$ cat config.mk
export PLATFORM = sky130hd
export DESIGN_NAME = rtc_bus_responder
export DESIGN_NICKNAME = d
export VERILOG_FILES = /design/src/rtl/rtc_bus_pkg.sv /design/src/rtl/rtc_bus_responder_bcd_contador.sv /design/src/rtl/rtc_bus_responder.sv
export SDC_FILE = /design/constraint.sdc
export NUM_CORES = 1
export LEC_CHECK = 0
export ABC_AREA = 1
export ABC_CLOCK_PERIOD_IN_PS = 5600
export BUFFER_PORTS_ARGS = -buffer_cell sky130_fd_sc_hd__buf_2
export CAP_MARGIN = 40
export CORE_UTILIZATION = 28
export DETAILED_ROUTE_END_ITERATION = 7
export GPL_ROUTABILITY_DRIVEN = 0
export GPL_TIMING_DRIVEN = 0
export MAX_ROUTING_LAYER = met4
export SLEW_MARGIN = 0
export SYNTH_ARGS = -nofsm -noshare
export SYNTH_HDL_FRONTEND = slang
export SYNTH_HIERARCHICAL = 1
export SYNTH_SLANG_ARGS = --single-unit
$ cat constraint.sdc
create_clock -name reloj -period 5.6 [get_ports reloj]
set_input_delay 0 -clock reloj [delete_from_list [all_inputs] [get_ports reloj]]
set_output_delay 0 -clock reloj [all_outputs]
set_load 0.02 [all_outputs]
$ cat src/rtl/rtc_bus_pkg.sv
// Shared definitions for the RTC bus responder: register map, FSM encoding
// and BCD wrap limits for the time-of-day counters.
package rtc_bus_pkg;

  // Register offsets inside the 16-byte window
  localparam logic [3:0] REG_CTRL = 4'd0;
  localparam logic [3:0] REG_SEG  = 4'd1;
  localparam logic [3:0] REG_MIN  = 4'd2;
  localparam logic [3:0] REG_HORA = 4'd3;

  // Wrap limits for the BCD counters
  localparam logic [7:0] LIM_SEG  = 8'h59;
  localparam logic [7:0] LIM_MIN  = 8'h59;
  localparam logic [7:0] LIM_HORA = 8'h23;

  // Bus-side protocol states
  typedef enum logic [1:0] {
    IDLE  = 2'd0,
    ADDR  = 2'd1,
    WRITE = 2'd2,
    READ  = 2'd3
  } bus_state_t;

  // True when both nibbles hold decimal digits
  function automatic logic bcd_valid(input logic [7:0] v);
    return (v[7:4] <= 4'd9) && (v[3:0] <= 4'd9);
  endfunction

endpackage

$ cat src/rtl/rtc_bus_responder_bcd_contador.sv
// Two-digit BCD counter with a fixed wrap limit, carry out and a
// synchronous load that takes priority over counting.
module bcd_contador
  import rtc_bus_pkg::*;
#(
  parameter logic [7:0] LIMIT = 8'h59
) (
  input  logic       clk,
  input  logic       rst,
  input  logic       load,
  input  logic [7:0] load_val,
  input  logic       tick,
  input  logic       inc,
  output logic [7:0] value,
  output logic       carry
);

  logic [7:0] next_val;
  logic       at_limit;
  logic       in_range;

  // Next BCD value, range check and carry toward the next digit pair
  always_comb begin
    in_range = bcd_valid(value) && (value <= LIMIT);
    at_limit = (value == LIMIT);
    if (value[3:0] == 4'd9) begin
      next_val = {value[7:4] + 4'd1, 4'd0};
    end else begin
      next_val = {value[7:4], value[3:0] + 4'd1};
    end
    carry = inc && at_limit && !load;
  end

  // Load wins; otherwise a tick cleans up garbage and an increment advances
  always_ff @(posedge clk or posedge rst) begin
    if (rst) begin
      value <= 8'h00;
    end else if (load) begin
      value <= load_val;
    end else if (tick && !in_range) begin
      value <= 8'h00;
    end else if (inc) begin
      value <= at_limit ? 8'h00 : next_val;
    end
  end

endmodule

$ cat src/rtl/rtc_bus_responder.sv
// Device-side responder for the multiplexed address/data RTC bus: strobe
// synchronizers, protocol FSM, 16-byte register file and BCD time counter.
module rtc_bus_responder
  import rtc_bus_pkg::*;
#(
  parameter int         SYNC_STAGES = 2,
  parameter logic [7:0] ADDR_BASE   = 8'h20
) (
  input  logic       reloj,
  input  logic       resetM,
  input  logic       CS,
  input  logic       RD,
  input  logic       WR,
  input  logic       A_D,
  input  logic [7:0] dato_in,
  input  logic       tick_1hz,
  output logic [7:0] dato_out,
  output logic       dato_oe,
  output logic [7:0] dir_actual,
  output logic       wr_done
);

  logic [SYNC_STAGES-1:0] cs_pipe;
  logic [SYNC_STAGES-1:0] rd_pipe;
  logic [SYNC_STAGES-1:0] wr_pipe;
  logic [SYNC_STAGES-1:0] ad_pipe;
  logic [7:0]             data_pipe [SYNC_STAGES];

  logic       cs_s, rd_s, wr_s, ad_s;
  logic [7:0] data_s;
  logic       wr_prev;
  logic       wr_fall, wr_rise, illegal;

  bus_state_t state, next_state;
  logic       latch_addr, commit_wr;

  logic [7:0] reg_file [16];
  logic [3:0] off;
  logic       addr_valid;
  logic       time_write;
  logic       tick_ok;
  logic [7:0] rdata;

  logic [7:0] seg_val, min_val, hora_val;
  logic       seg_carry, min_carry, hora_carry_unused;

  assign cs_s   = cs_pipe[SYNC_STAGES-1];
  assign rd_s   = rd_pipe[SYNC_STAGES-1];
  assign wr_s   = wr_pipe[SYNC_STAGES-1];
  assign ad_s   = ad_pipe[SYNC_STAGES-1];
  assign data_s = data_pipe[SYNC_STAGES-1];

  assign wr_fall    = wr_prev && !wr_s;
  assign wr_rise    = !wr_prev && wr_s;
  assign illegal    = !rd_s && !wr_s;
  assign off        = dir_actual[3:0];
  assign addr_valid = (dir_actual[7:4] == ADDR_BASE[7:4]);

  // Identical-depth synchronizers keep the data aligned with its strobes
  always_ff @(posedge reloj or posedge resetM) begin
    if (resetM) begin
      cs_pipe <= '1;
      rd_pipe <= '1;
      wr_pipe <= '1;
      ad_pipe <= '0;
      for (int i = 0; i < SYNC_STAGES; i++) begin
        data_pipe[i] <= 8'h00;
      end
      wr_prev <= 1'b1;
    end else begin
      cs_pipe      <= {cs_pipe[SYNC_STAGES-2:0], CS};
      rd_pipe      <= {rd_pipe[SYNC_STAGES-2:0], RD};
      wr_pipe      <= {wr_pipe[SYNC_STAGES-2:0], WR};
      ad_pipe      <= {ad_pipe[SYNC_STAGES-2:0], A_D};
      data_pipe[0] <= dato_in;
      for (int i = 1; i < SYNC_STAGES; i++) begin
        data_pipe[i] <= data_pipe[i-1];
      end
      wr_prev <= wr_s;
    end
  end

  // Protocol FSM state register
  always_ff @(posedge reloj or posedge resetM) begin
    if (resetM) begin
      state <= IDLE;
    end else begin
      state <= next_state;
    end
  end

  // Next-state decode; RD and WR low together always falls back to IDLE
  always_comb begin
    next_state = state;
    latch_addr = 1'b0;
    commit_wr  = 1'b0;
    case (state)
      IDLE: begin
        if (!cs_s && !illegal) begin
          if (wr_fall && !ad_s) begin
            next_state = ADDR;
          end else if (wr_fall && ad_s) begin
            next_state = WRITE;
          end else if (!rd_s && ad_s) begin
            next_state = READ;
          end
        end
      end
      ADDR: begin
        if (cs_s || illegal) begin
          next_state = IDLE;
        end else if (wr_rise) begin
          latch_addr = 1'b1;
          next_state = IDLE;
        end
      end
      WRITE: begin
        if (cs_s || illegal) begin
          next_state = IDLE;
        end else if (wr_rise) begin
          commit_wr  = addr_valid;
          next_state = IDLE;
        end
      end
      READ: begin
        if (cs_s || rd_s || !wr_s) begin
          next_state = IDLE;
        end
      end
      default: next_state = IDLE;
    endcase
  end

  // A write to a time register discards the coinciding tick entirely
  always_comb begin
    time_write = commit_wr && ((off == REG_SEG) || (off == REG_MIN) || (off == REG_HORA));
    tick_ok    = tick_1hz && !reg_file[REG_CTRL][0] && !time_write;
  end

  // Read mux: time registers come from the counters, the rest from the file
  always_comb begin
    rdata = 8'h00;
    if (addr_valid) begin
      case (off)
        REG_SEG:  rdata = seg_val;
        REG_MIN:  rdata = min_val;
        REG_HORA: rdata = hora_val;
        default:  rdata = reg_file[off];
      endcase
    end
  end

  // Address latch, control/scratch storage and the write-commit pulse
  always_ff @(posedge reloj or posedge resetM) begin
    if (resetM) begin
      dir_actual <= 8'h00;
      wr_done    <= 1'b0;
      for (int i = 0; i < 16; i++) begin
        reg_file[i] <= 8'h00;
      end
    end else begin
      wr_done <= commit_wr;
      if (latch_addr) begin
        dir_actual <= data_s;
      end
      if (commit_wr && !time_write) begin
        reg_file[off] <= data_s;
      end
    end
  end

  // Bus drive: enable and data are refreshed every cycle spent in READ
  always_ff @(posedge reloj or posedge resetM) begin
    if (resetM) begin
      dato_oe  <= 1'b0;
      dato_out <= 8'h00;
    end else begin
      dato_oe  <= (next_state == READ);
      dato_out <= (next_state == READ) ? rdata : 8'h00;
    end
  end

  bcd_contador #(.LIMIT(LIM_SEG)) u_seg (
    .clk      (reloj),
    .rst      (resetM),
    .load     (commit_wr && (off == REG_SEG)),
    .load_val (data_s),
    .tick     (tick_ok),
    .inc      (tick_ok),
    .value    (seg_val),
    .carry    (seg_carry)
  );

  bcd_contador #(.LIMIT(LIM_MIN)) u_min (
    .clk      (reloj),
    .rst      (resetM),
    .load     (commit_wr && (off == REG_MIN)),
    .load_val (data_s),
    .tick     (tick_ok),
    .inc      (seg_carry),
    .value    (min_val),
    .carry    (min_carry)
  );

  bcd_contador #(.LIMIT(LIM_HORA)) u_hora (
    .clk      (reloj),
    .rst      (resetM),
    .load     (commit_wr && (off == REG_HORA)),
    .load_val (data_s),
    .tick     (tick_ok),
    .inc      (min_carry),
    .value    (hora_val),
    .carry    (hora_carry_unused)
  );

endmodule

Yosys cells after proc, flatten, opt, wreduce, memory -nomap -nowiden

Index checks and enable logic that the tools add are counted.
W data, S select, Z words.

Flip-flop bits (word level): 197
Input port bits: 15
Output and inout port bits: 18
Logic and storage cells: 161

Add/sub/neg operators: 6
$lt $le $gt $ge: 11
Equality and inequality tests: 14
Mux-type cells: 38
Bitwise gates (word level): 1
Reduce and logical (&&, ||, !) cells: 57

Operator list:

| cell                  | count |
|---|---|
| $mux W8               | 20 |
| $bwmux W128           | 1 |
| $bmux W8 S4           | 1 |
| $demux W8 S4          | 1 |
| $logic_and A1 B1 Y1   | 28 |
| $add A4 B1 Y4 const B | 6 |
| $le A4 B4 Y1 const B  | 6 |
| $pmux W8 S3           | 1 |
| $eq A8 B7 Y1 const B  | 2 |
| $le A8 B7 Y1 const B  | 2 |
| $mux W2               | 7 |
| $logic_not A1 Y1      | 13 |
| $eq A4 B2 Y1 const B  | 3 |
| $eq A4 B4 Y1 const B  | 3 |
| $reduce_bool A4 Y1    | 3 |
| $reduce_bool A3 Y1    | 3 |
| $eq A8 B6 Y1 const B  | 1 |
| $le A8 B6 Y1 const B  | 1 |
| $eq A2 B2 Y1 const B  | 3 |
| $mux W1               | 6 |
| $pmux W2 S3           | 1 |
| $reduce_and A2 Y1     | 3 |
| $ge A5 B5 Y1 const B  | 1 |
| $logic_or A1 B1 Y1    | 5 |
| 6 further kinds       | 6 |

Longest topological paths before layout

Gate-level depths: netlist (run 1).

Word-level depth: 15
Gate-level depth with buffers: 17
Mapped depth without buffers: 16

Hierarchy

The synthesis (run 1) kept the hierarchy.

By module, submodules not included:

| module                   | instances | cells an instance | area each (um^2) | seq. area each (um^2) |
|---|---|---|---|---|
| rtc_bus_responder        | 1         | 1112              | 8369.3           | 4337.9 |
| bcd_contador (u_min ...) | 2         | 111               | 768.2            | 200.2 |
| bcd_contador (u_hora)    | 1         | 114               | 760.7            | 200.2 |

Worst setup path before layout (run 1)

OpenSTA, ideal clock, no wires.

Kind: register to register
Start point: register dir_actual[1]
End point: register u_hora.value[1]
Setup time: 117 ps
Data arrival time: 3063 ps
Data required time: 5483 ps
Slack: 2421 ps
Cell stages (with the launch flop): 17
Path buffers: 2
Period minus slack after synthesis: 3179 ps
Cell sequence: dfrtp_1 -> buf_4 -> nor2_2 -> nor2_2 -> buf_2 -> nand2_1 -> nand3_1 -> inv_1 -> clkinv_1 -> nor4_1 -> clkinv_1 -> nor4_1 -> inv_1 -> nand3_4 -> inv_1 -> nand2_1 -> nand2_1

Word-level cells in the longest chain between the ends: 11
Elaborated cells between the ends (all ways): 21
Classes of those cells: eq/ne: 3; mux: 2; reduce/logical: 16

RTL lines:

| what                                         | line                                 | RTL |
|---|---|---|
| start, declared                              | rtc_bus_responder.sv:19              | `output logic [7:0] dir_actual,` |
| start signal, assigned                       | rtc_bus_responder.sv:164             | `dir_actual <= data_s;` |
| $eq A4 B1 Y1 or $eq A4 B2 Y1 (tied branches) | rtc_bus_responder.sv:136             | `time_write = commit_wr && ((off == REG_SEG) \|\| (off == REG_MIN) \|\| (off == REG_HORA));` |
| $logic_or A1 B1 Y1                           | rtc_bus_responder.sv:136             |  |
| $logic_or A1 B1 Y1 *                         | rtc_bus_responder.sv:136             |  |
| $logic_and A1 B1 Y1 *                        | rtc_bus_responder.sv:136             |  |
| $logic_not A1 Y1 *                           | rtc_bus_responder.sv:137             | `tick_ok = tick_1hz && !reg_file[REG_CTRL][0] && !time_write;` |
| $logic_and A1 B1 Y1 *                        | rtc_bus_responder.sv:137             |  |
| net tick_ok                                  | rtc_bus_responder.sv:41              | `logic tick_ok;` |
| $logic_and A1 B1 Y1 * (2 in a row)           | rtc_bus_responder_bcd_contador.sv:31 | `carry = inc && at_limit && !load;` |
| net seg_carry                                | rtc_bus_responder.sv:45              | `logic seg_carry, min_carry, hora_carry_unused;` |
| $logic_and A1 B1 Y1 * (2 in a row)           | rtc_bus_responder_bcd_contador.sv:31 |  |
| net min_carry                                | rtc_bus_responder.sv:45              |  |
| $reduce_bool A3 Y1 (no line) *               | -                                    |  |
| end signal, assigned                         | rtc_bus_responder_bcd_contador.sv:39 | `value <= load_val;` |
| end signal, assigned                         | rtc_bus_responder_bcd_contador.sv:43 | `value <= at_limit ? 8'h00 : next_val;` |
| end, declared                                | rtc_bus_responder_bcd_contador.sv:14 | `output logic [7:0] value,` |

The timed path passes the listed nets; every way through them passes the cells marked *.
A chain may end at the register's enable or synchronous reset.

Final worst setup path (run 1)

Start point: register dir_actual[3]
End point: register u_hora.value[2]

The elaborated chain is that of the path after synthesis.

==> flow_metrics.env, run 1 <==
export IMPL_status="finished, final reports clean"
export IMPL_areaGrowthSynthToFinish_pct=14.73
export IMPL_setup_violations=0
export IMPL_cts_sinks=197
export IMPL_vias=9025
export IMPL_drtIter0Drc=670
export IMPL_io_buffers=32
export IMPL_drc=0
export IMPL_drive_gt1_share_pct=11.48
export IMPL_path_clk_slew_ps=70
export IMPL_path_buf_inv=7
export IMPL_p_per_area_mw_per_mm2=436.9
export IMPL_syn_nets=1475
export IMPL_start_util_pct=28.37
export IMPL_n_fill_cell=4019
export IMPL_ir_drop_mv=0.2451
export IMPL_postSynthAreaPerCell_um2=7.367
export IMPL_synthesis_instances=1447
export IMPL_fp_row_count=71
export IMPL_clk_latency_ps=450
export IMPL_crit_fanout=10
export IMPL_ioPinCount=33
export IMPL_syn_area_mm2=0.01066
export IMPL_relSlewSlack_pct=56.66
export IMPL_fin_nets=1540
export IMPL_finalCriticalPeriod_ps=4052
export IMPL_cp_required_ps=5930
export IMPL_rsz0062_at_grt="false"
export IMPL_antenna_left=0
export IMPL_post_route_period_util_pct=72.35
export IMPL_arrival_ps=4380
export IMPL_wl_mm=29.36
export IMPL_cts_resized_gates=0
export IMPL_gr_total_overflow=0
export IMPL_coreArea_mm2=0.03758
export IMPL_tritoncts="done"
export IMPL_first_pass_iters=6
export IMPL_p_leak_nw=6.190
export IMPL_n_antenna_cell=0
export IMPL_cp_start_kind="flop"
export IMPL_fin_worst_skew_ps=13.99
export IMPL_drv_slew=0
export IMPL_hold_violations=0
export IMPL_timing_setup_tns_ps=0
export IMPL_end_kind="flop"
export IMPL_reg2reg_depth=16
export IMPL_die_h_um=197.1
export IMPL_chipWidth_um=197.1
export IMPL_cts_htree_levels=4
export IMPL_clk_path_buf_depth=2
export IMPL_dieArea_mm2=0.03886
export IMPL_antenna_found_initial=0
export IMPL_worst_slew_pin_slew_ps=650.1
export IMPL_place_hpwl_mm=21.07
export IMPL_maxCapViolations=0
export IMPL_setup_slack_ps=1548
export IMPL_path_class="flop to flop"
export IMPL_grt_pass1_wl_mm=47.96
export IMPL_track_usage_pct=16.53
export IMPL_hold_path_class="input pin to asynchronous set/reset pin"
export IMPL_grt_pass1_vias=8799
export IMPL_fmax_ghz=0.2468
export IMPL_critPathTopFamily="buffers and inverters"
export IMPL_via_per_inst=4.435
export IMPL_cp_cell_sequence="inv_1 > nand2_1 > nor2_2 > buf_2 > nand2_1 > nand3_1 > inv_1 > clkinv_1 > nor4_1 > clkinv_1 > nor4_1 > inv_1 > nand3_4 > inv_1 > nand2_1 > nand2_1"
export IMPL_cp_depth=16
export IMPL_dp_slack_ps=1679
export IMPL_grt_max_degree=96
export IMPL_cpMaxStageDelayCell="dfrtp_1"
export IMPL_cts_buffers=17
export IMPL_utilization_pct=32.55
export IMPL_wire_per_inst_um=14.43
export IMPL_worst_path_largest_cell_delay_ps=580
export IMPL_clockRootBuffer="clkbuf_16"
export IMPL_ys_warn_count=6
==> metal layers <==
metal  share of wire (%)  GRT usage, %  up-vias
met5                   0             -        -
met1                  45         21.13     4239
met4                 2.6         5.713        0
li1                    -             -     4493
met2                  47         26.16      244
met3                 5.8         3.124       49
==> what timing repair did <==
action | in CTS | in global routing
setup buffers | 0 | 0
endpoints found under the hold margin | 114 | 0
hold buffers | 13 | 0
==> final timing paths <==
path | startpoint | slack [ps] | end
worst min register to register | data_pipe[12] | 340 | data_s[4]
worst max register to register | dir_actual[3] | 1550 | u_hora/value[2]
max in group asynchronous | resetM | 4500 | wr_pipe[0]
worst min-delay path | resetM | 160 | u_min/value[3]
worst max-delay path | dir_actual[3] | 1550 | u_hora/value[2]
min in group reloj | dato_in[0] | 190 | data_pipe[8]
==> power breakdown <==
part / switching, mW / leakage [nW] / total (mW) / internal (mW)
registers: 0.194 / 2.66 / 1.75 / 1.56
clock network: 0.590 / 0.290 / 1.27 / 0.684
logic: 1.59 / 3.24 / 2.32 / 0.729
==> final cells by class <==
type                    instances  area [um^2]  area share [%]
flip-flops and latches        197         4938           40.38
multi-input cells             958         4467           36.52
inverters                     213        809.5           6.619
well taps                     511        639.4           5.228
plain buffers                  79        452.9           3.703
clock buffers                  18        439.2           3.591
repair buffers                 46        317.8           2.598
clock inverters                13        166.4           1.361
==> worst reg2reg max path, delay by kind of cell, from the launching register on <==
family | cells | cell delay, ps
buf+inv | 7 | 1720
flops | 1 | 580
simple gates | 9 | 1670
==> cell usage in the layout (no fill, tap or decap), types with 2 or more instances in the layout <==
master,instances
buf_1,5
nand2_2,4
ha_1,13
a21oi_1,3
nor4_1,2
inv_8,3
dfrtp_1,190
o21ai_1,70
o21ai_0,49
nor2_2,5
bufinv_16,2
buf_4,12
nand4_1,9
clkinvlp_4,2
nand3_4,11
inv_1,201
nand2_1,613
buf_2,51
nand3_2,20
clkinv_2,2
xnor2_1,5
nor3_4,2
nand3_1,48
nand2_4,3
buf_6,5
clkbuf_1,34
inv_6,3
clkinv_1,2
o211ai_1,2
dfstp_2,7
o2111ai_1,8
nor2_1,78
nor2_4,6
buf_8,3
dlygate4sd3_1,13
clkinv_4,3
inv_2,7
clkbuf_16,17
==> registers in the layout, indices dropped and copies added, names as in the netlist, 2 cells and up <==
| register | flops |
|---|---|
| dato_out | 8 |
| u_seg/value | 8 |
| state | 2 |
| dir_actual | 8 |
| cs_pipe | 2 |
| data_pipe | 8 |
| u_min/value | 8 |
| data_s | 8 |
| u_hora/value | 8 |
| ad_pipe | 2 |
| reg_file | 128 |
| rd_pipe | 2 |
| wr_pipe | 2 |
==> through the flow <==
stage	total power [mW]	instances	cell area, um^2	hold WS (ps)
after floorplan	3.381	1447	10660	-184.3
final	5.343	2035	12230	155.3
after CTS	5.350	2035	12230	140.4
after detailed placement	4.056	1991	11490	71.22
after global routing	5.742	2035	12230	189.1
after global placement	4.036	1990	11460	22.38
No activity file was read; power rests on OpenSTA's default activity.
==> run 2, diff against run 1 <==
--- a/config.mk
+++ b/config.mk
@@ -5,8 +5,8 @@
 export SDC_FILE = /design/constraint.sdc
 export NUM_CORES = 1
 export LEC_CHECK = 0
-export ABC_AREA = 1
-export ABC_CLOCK_PERIOD_IN_PS = 5600
+export ABC_AREA = 0
+export ABC_CLOCK_PERIOD_IN_PS = 3700
 export BUFFER_PORTS_ARGS = -buffer_cell sky130_fd_sc_hd__buf_2
 export CAP_MARGIN = 40
 export CORE_UTILIZATION = 28
==> constraint.sdc (replaced) <==
create_clock -name reloj -period 3.7 [get_ports reloj]
set_input_delay 0 -clock reloj [delete_from_list [all_inputs] [get_ports reloj]]
set_output_delay 0 -clock reloj [all_outputs]
set_load 0.02 [all_outputs]
==> flow_metrics.env, run 2 <==
export IMPL_status="finished, final reports clean"
export IMPL_holdWs_ps=111.5
export IMPL_p_sw_share_pct=37.38
export IMPL_finalCriticalPeriod_ps=3459
export IMPL_fin_worst_skew_ps=12.22
export IMPL_drtIter0Drc=407
export IMPL_clk_latency_ps=440
export IMPL_placed_cell_area_mm2=0.01002
export IMPL_r2r_end="u_hora/value[7]"
export IMPL_tritoncts="done"
export IMPL_n_fill_cell=3156
export IMPL_track_usage_pct=15.09
export IMPL_ir_drop_mv=0.2973
export IMPL_path_class="flop to flop"
export IMPL_ys_warn_count=6
export IMPL_postSynthAreaPerCell_um2=12.88
export IMPL_drive_gt1_share_pct=21.26
export IMPL_ioPinCount=33
export IMPL_cp_start_kind="flop"
export IMPL_timing_rr_start="dir_actual[0]"
export IMPL_areaGrowthSynthToFinish_pct=17.54
export IMPL_grt_max_degree=39
export IMPL_chipWidth_um=183.4
export IMPL_fmax_ghz=0.2891
export IMPL_crit_fanout=19
export IMPL_seqPwrFrac_pct=39.3
export IMPL_cp_cell_sequence="buf_4 > buf_6 > o21a_2 > a21oi_4 > buf_4 > nand2_1 > nor4b_1 > buf_4 > nand2_1 > nor4b_4 > nand2_2 > a21o_1 > a22oi_1 > a2bb2oi_1"
export IMPL_clk_path_buf_depth=2
export IMPL_p_sw_mw=2.263
export IMPL_maxCapViolations=0
export IMPL_cp_common_cell="buf_4"
export IMPL_vias=6128
export IMPL_timing_setup_tns_ps=0
export IMPL_cp_required_ps=4070
export IMPL_antenna_left=0
export IMPL_worst_slew_pin_slew_ps=853.8
export IMPL_final_cell_mix="181 x dfrtp_1, 110 x mux2_1, 45 x buf_2"
export IMPL_grt_pass1_wl_mm=37.26
export IMPL_dp_cells=1193
export IMPL_fin_area_mm2=0.01083
export IMPL_combPwrFrac_pct=28.9
export IMPL_cpMaxStageDelayCell="dfrtp_1"
export IMPL_coreArea_mm2=0.03245
export IMPL_syn_nets=743
export IMPL_reg2reg_slack_ps=240
export IMPL_synthesis_instances=715
export IMPL_hold_path_class="input pin to asynchronous set/reset pin"
export IMPL_p_per_area_mw_per_mm2=559.3
export IMPL_drv_slew=0
export IMPL_syn_area_mm2=0.009210
export IMPL_p_leak_nw=4.865
export IMPL_fin_nets=810
export IMPL_pwr_share_clk_pct=31.8
export IMPL_cts_htree_levels=4
export IMPL_worst_path_largest_cell_delay_ps=430
export IMPL_antenna_found_initial=1
export IMPL_fp_row_count=66
export IMPL_n_antenna_cell=0
export IMPL_cts_sinks=188
export IMPL_setup_violations=0
export IMPL_first_pass_iters=5
export IMPL_post_route_period_util_pct=93.48
export IMPL_arrival_ps=3820
export IMPL_start_util_pct=28.38
export IMPL_dieArea_mm2=0.03362
export IMPL_utilization_pct=33.36
export IMPL_io_buffers=32
export IMPL_wire_per_inst_um=18.78
export IMPL_hold_violations=0
export IMPL_path_clk_slew_ps=80
export IMPL_largest_register_ffs=119
export IMPL_final_cell_count_no_fill=1237
export IMPL_grt_pass1_vias=6287
export IMPL_reg2reg_depth=14
export IMPL_die_h_um=183.4
export IMPL_drc=0
export IMPL_top_register="reg_file"
export IMPL_via_per_inst=4.954
export IMPL_clockRootBuffer="clkbuf_16"
export IMPL_relSlewSlack_pct=42.96
export IMPL_rsz0062_at_grt="false"
export IMPL_final_common_cell="dfrtp_1"
export IMPL_p_int_mw=3.792
export IMPL_cts_buffers=17
export IMPL_gr_total_overflow=0
export IMPL_place_hpwl_mm=15.95
export IMPL_wl_mm=23.23
export IMPL_end_kind="flop"
-- run 2: cell types whose count changed in the layout (fill, tap and decap cells not counted), moves of 34 or more --
cell | before | now
nand2_1 | 613 | 33
inv_1 | 201 | 18
mux2_1 | 0 | 110
nor2_1 | 78 | 13
o21ai_1 | 70 | 8
mux2i_1 | 0 | 36
nand3_1 | 48 | 12
o21ai_0 | 49 | 15
-- run 2: per-layer routing --
layer / vias to the layer above / global-route usage, % / routed length, um
met4: 0 / 5.033 / 500
met3: 34 / 2.899 / 1045
met1: 3189 / 20.04 / 10650
met2: 129 / 23.09 / 11040
li1: 2776 / - / -
met5: - / - / 0
-- run 2: worst max path at each step --
stage / to / from
global placement: u_hora/value[7] / dir_actual[0]
floorplan: u_hora/value[7] / dir_actual[0]
finish: u_hora/value[7] / dir_actual[0]
global route: u_hora/value[2] / dir_actual[0]
CTS: u_hora/value[7] / dir_actual[1]
detailed placement: u_hora/value[7] / dir_actual[0]
-- run 2: critical path: cells and delay by family (launching register included) --
| family | cells | cell delay, ps |
|---|---|---|
| buf+inv | 4 | 840 |
| flops | 1 | 430 |
| compound gates | 5 | 1140 |
| simple gates | 5 | 950 |
-- run 2: power by group through the flow --
stage	clock network, mW	registers, mW	logic, mW
2_1_floorplan	0	2.40	1.19
3_3_place_gp	0	2.41	1.70
3_5_place_dp	0	2.42	1.72
4_1_cts	1.96	2.38	1.75
5_1_grt	2.04	2.40	1.89
6_report	1.93	2.38	1.75
-- run 2: repair_timing --
item / 4_1_cts / 5_1_grt
pin swaps: 2 / 2
cloned: 0 / 0
setup buffers: 3 / 0
endpoints found under the setup margin: 8 / 10
endpoints found under the hold margin: 67 / 0
resized for setup: 7 / 4
hold buffers: 13 / 0
-- run 2: stage by stage --
step / setup slack (ps) / power [mW]
floorplan: 35.49 / 3.585
global placement: -814.1 / 4.113
detailed placement: -838.4 / 4.135
CTS: 15.33 / 6.087
global route: 12.02 / 6.342
finish: 241.2 / 6.055
-- run 2: layout make-up --
class / count / area, um^2 / area share (%)
clock buffer: 17 / 425.4 / 3.930
buffer: 53 / 264.0 / 2.439
tap: 442 / 553.0 / 5.109
inverter: 19 / 75.07 / 0.6935
multi-input combinational: 451 / 4199 / 38.79
sequential: 188 / 4713 / 43.54
timing repair buffer: 52 / 392.9 / 3.629
clock inverter: 15 / 202.7 / 1.872
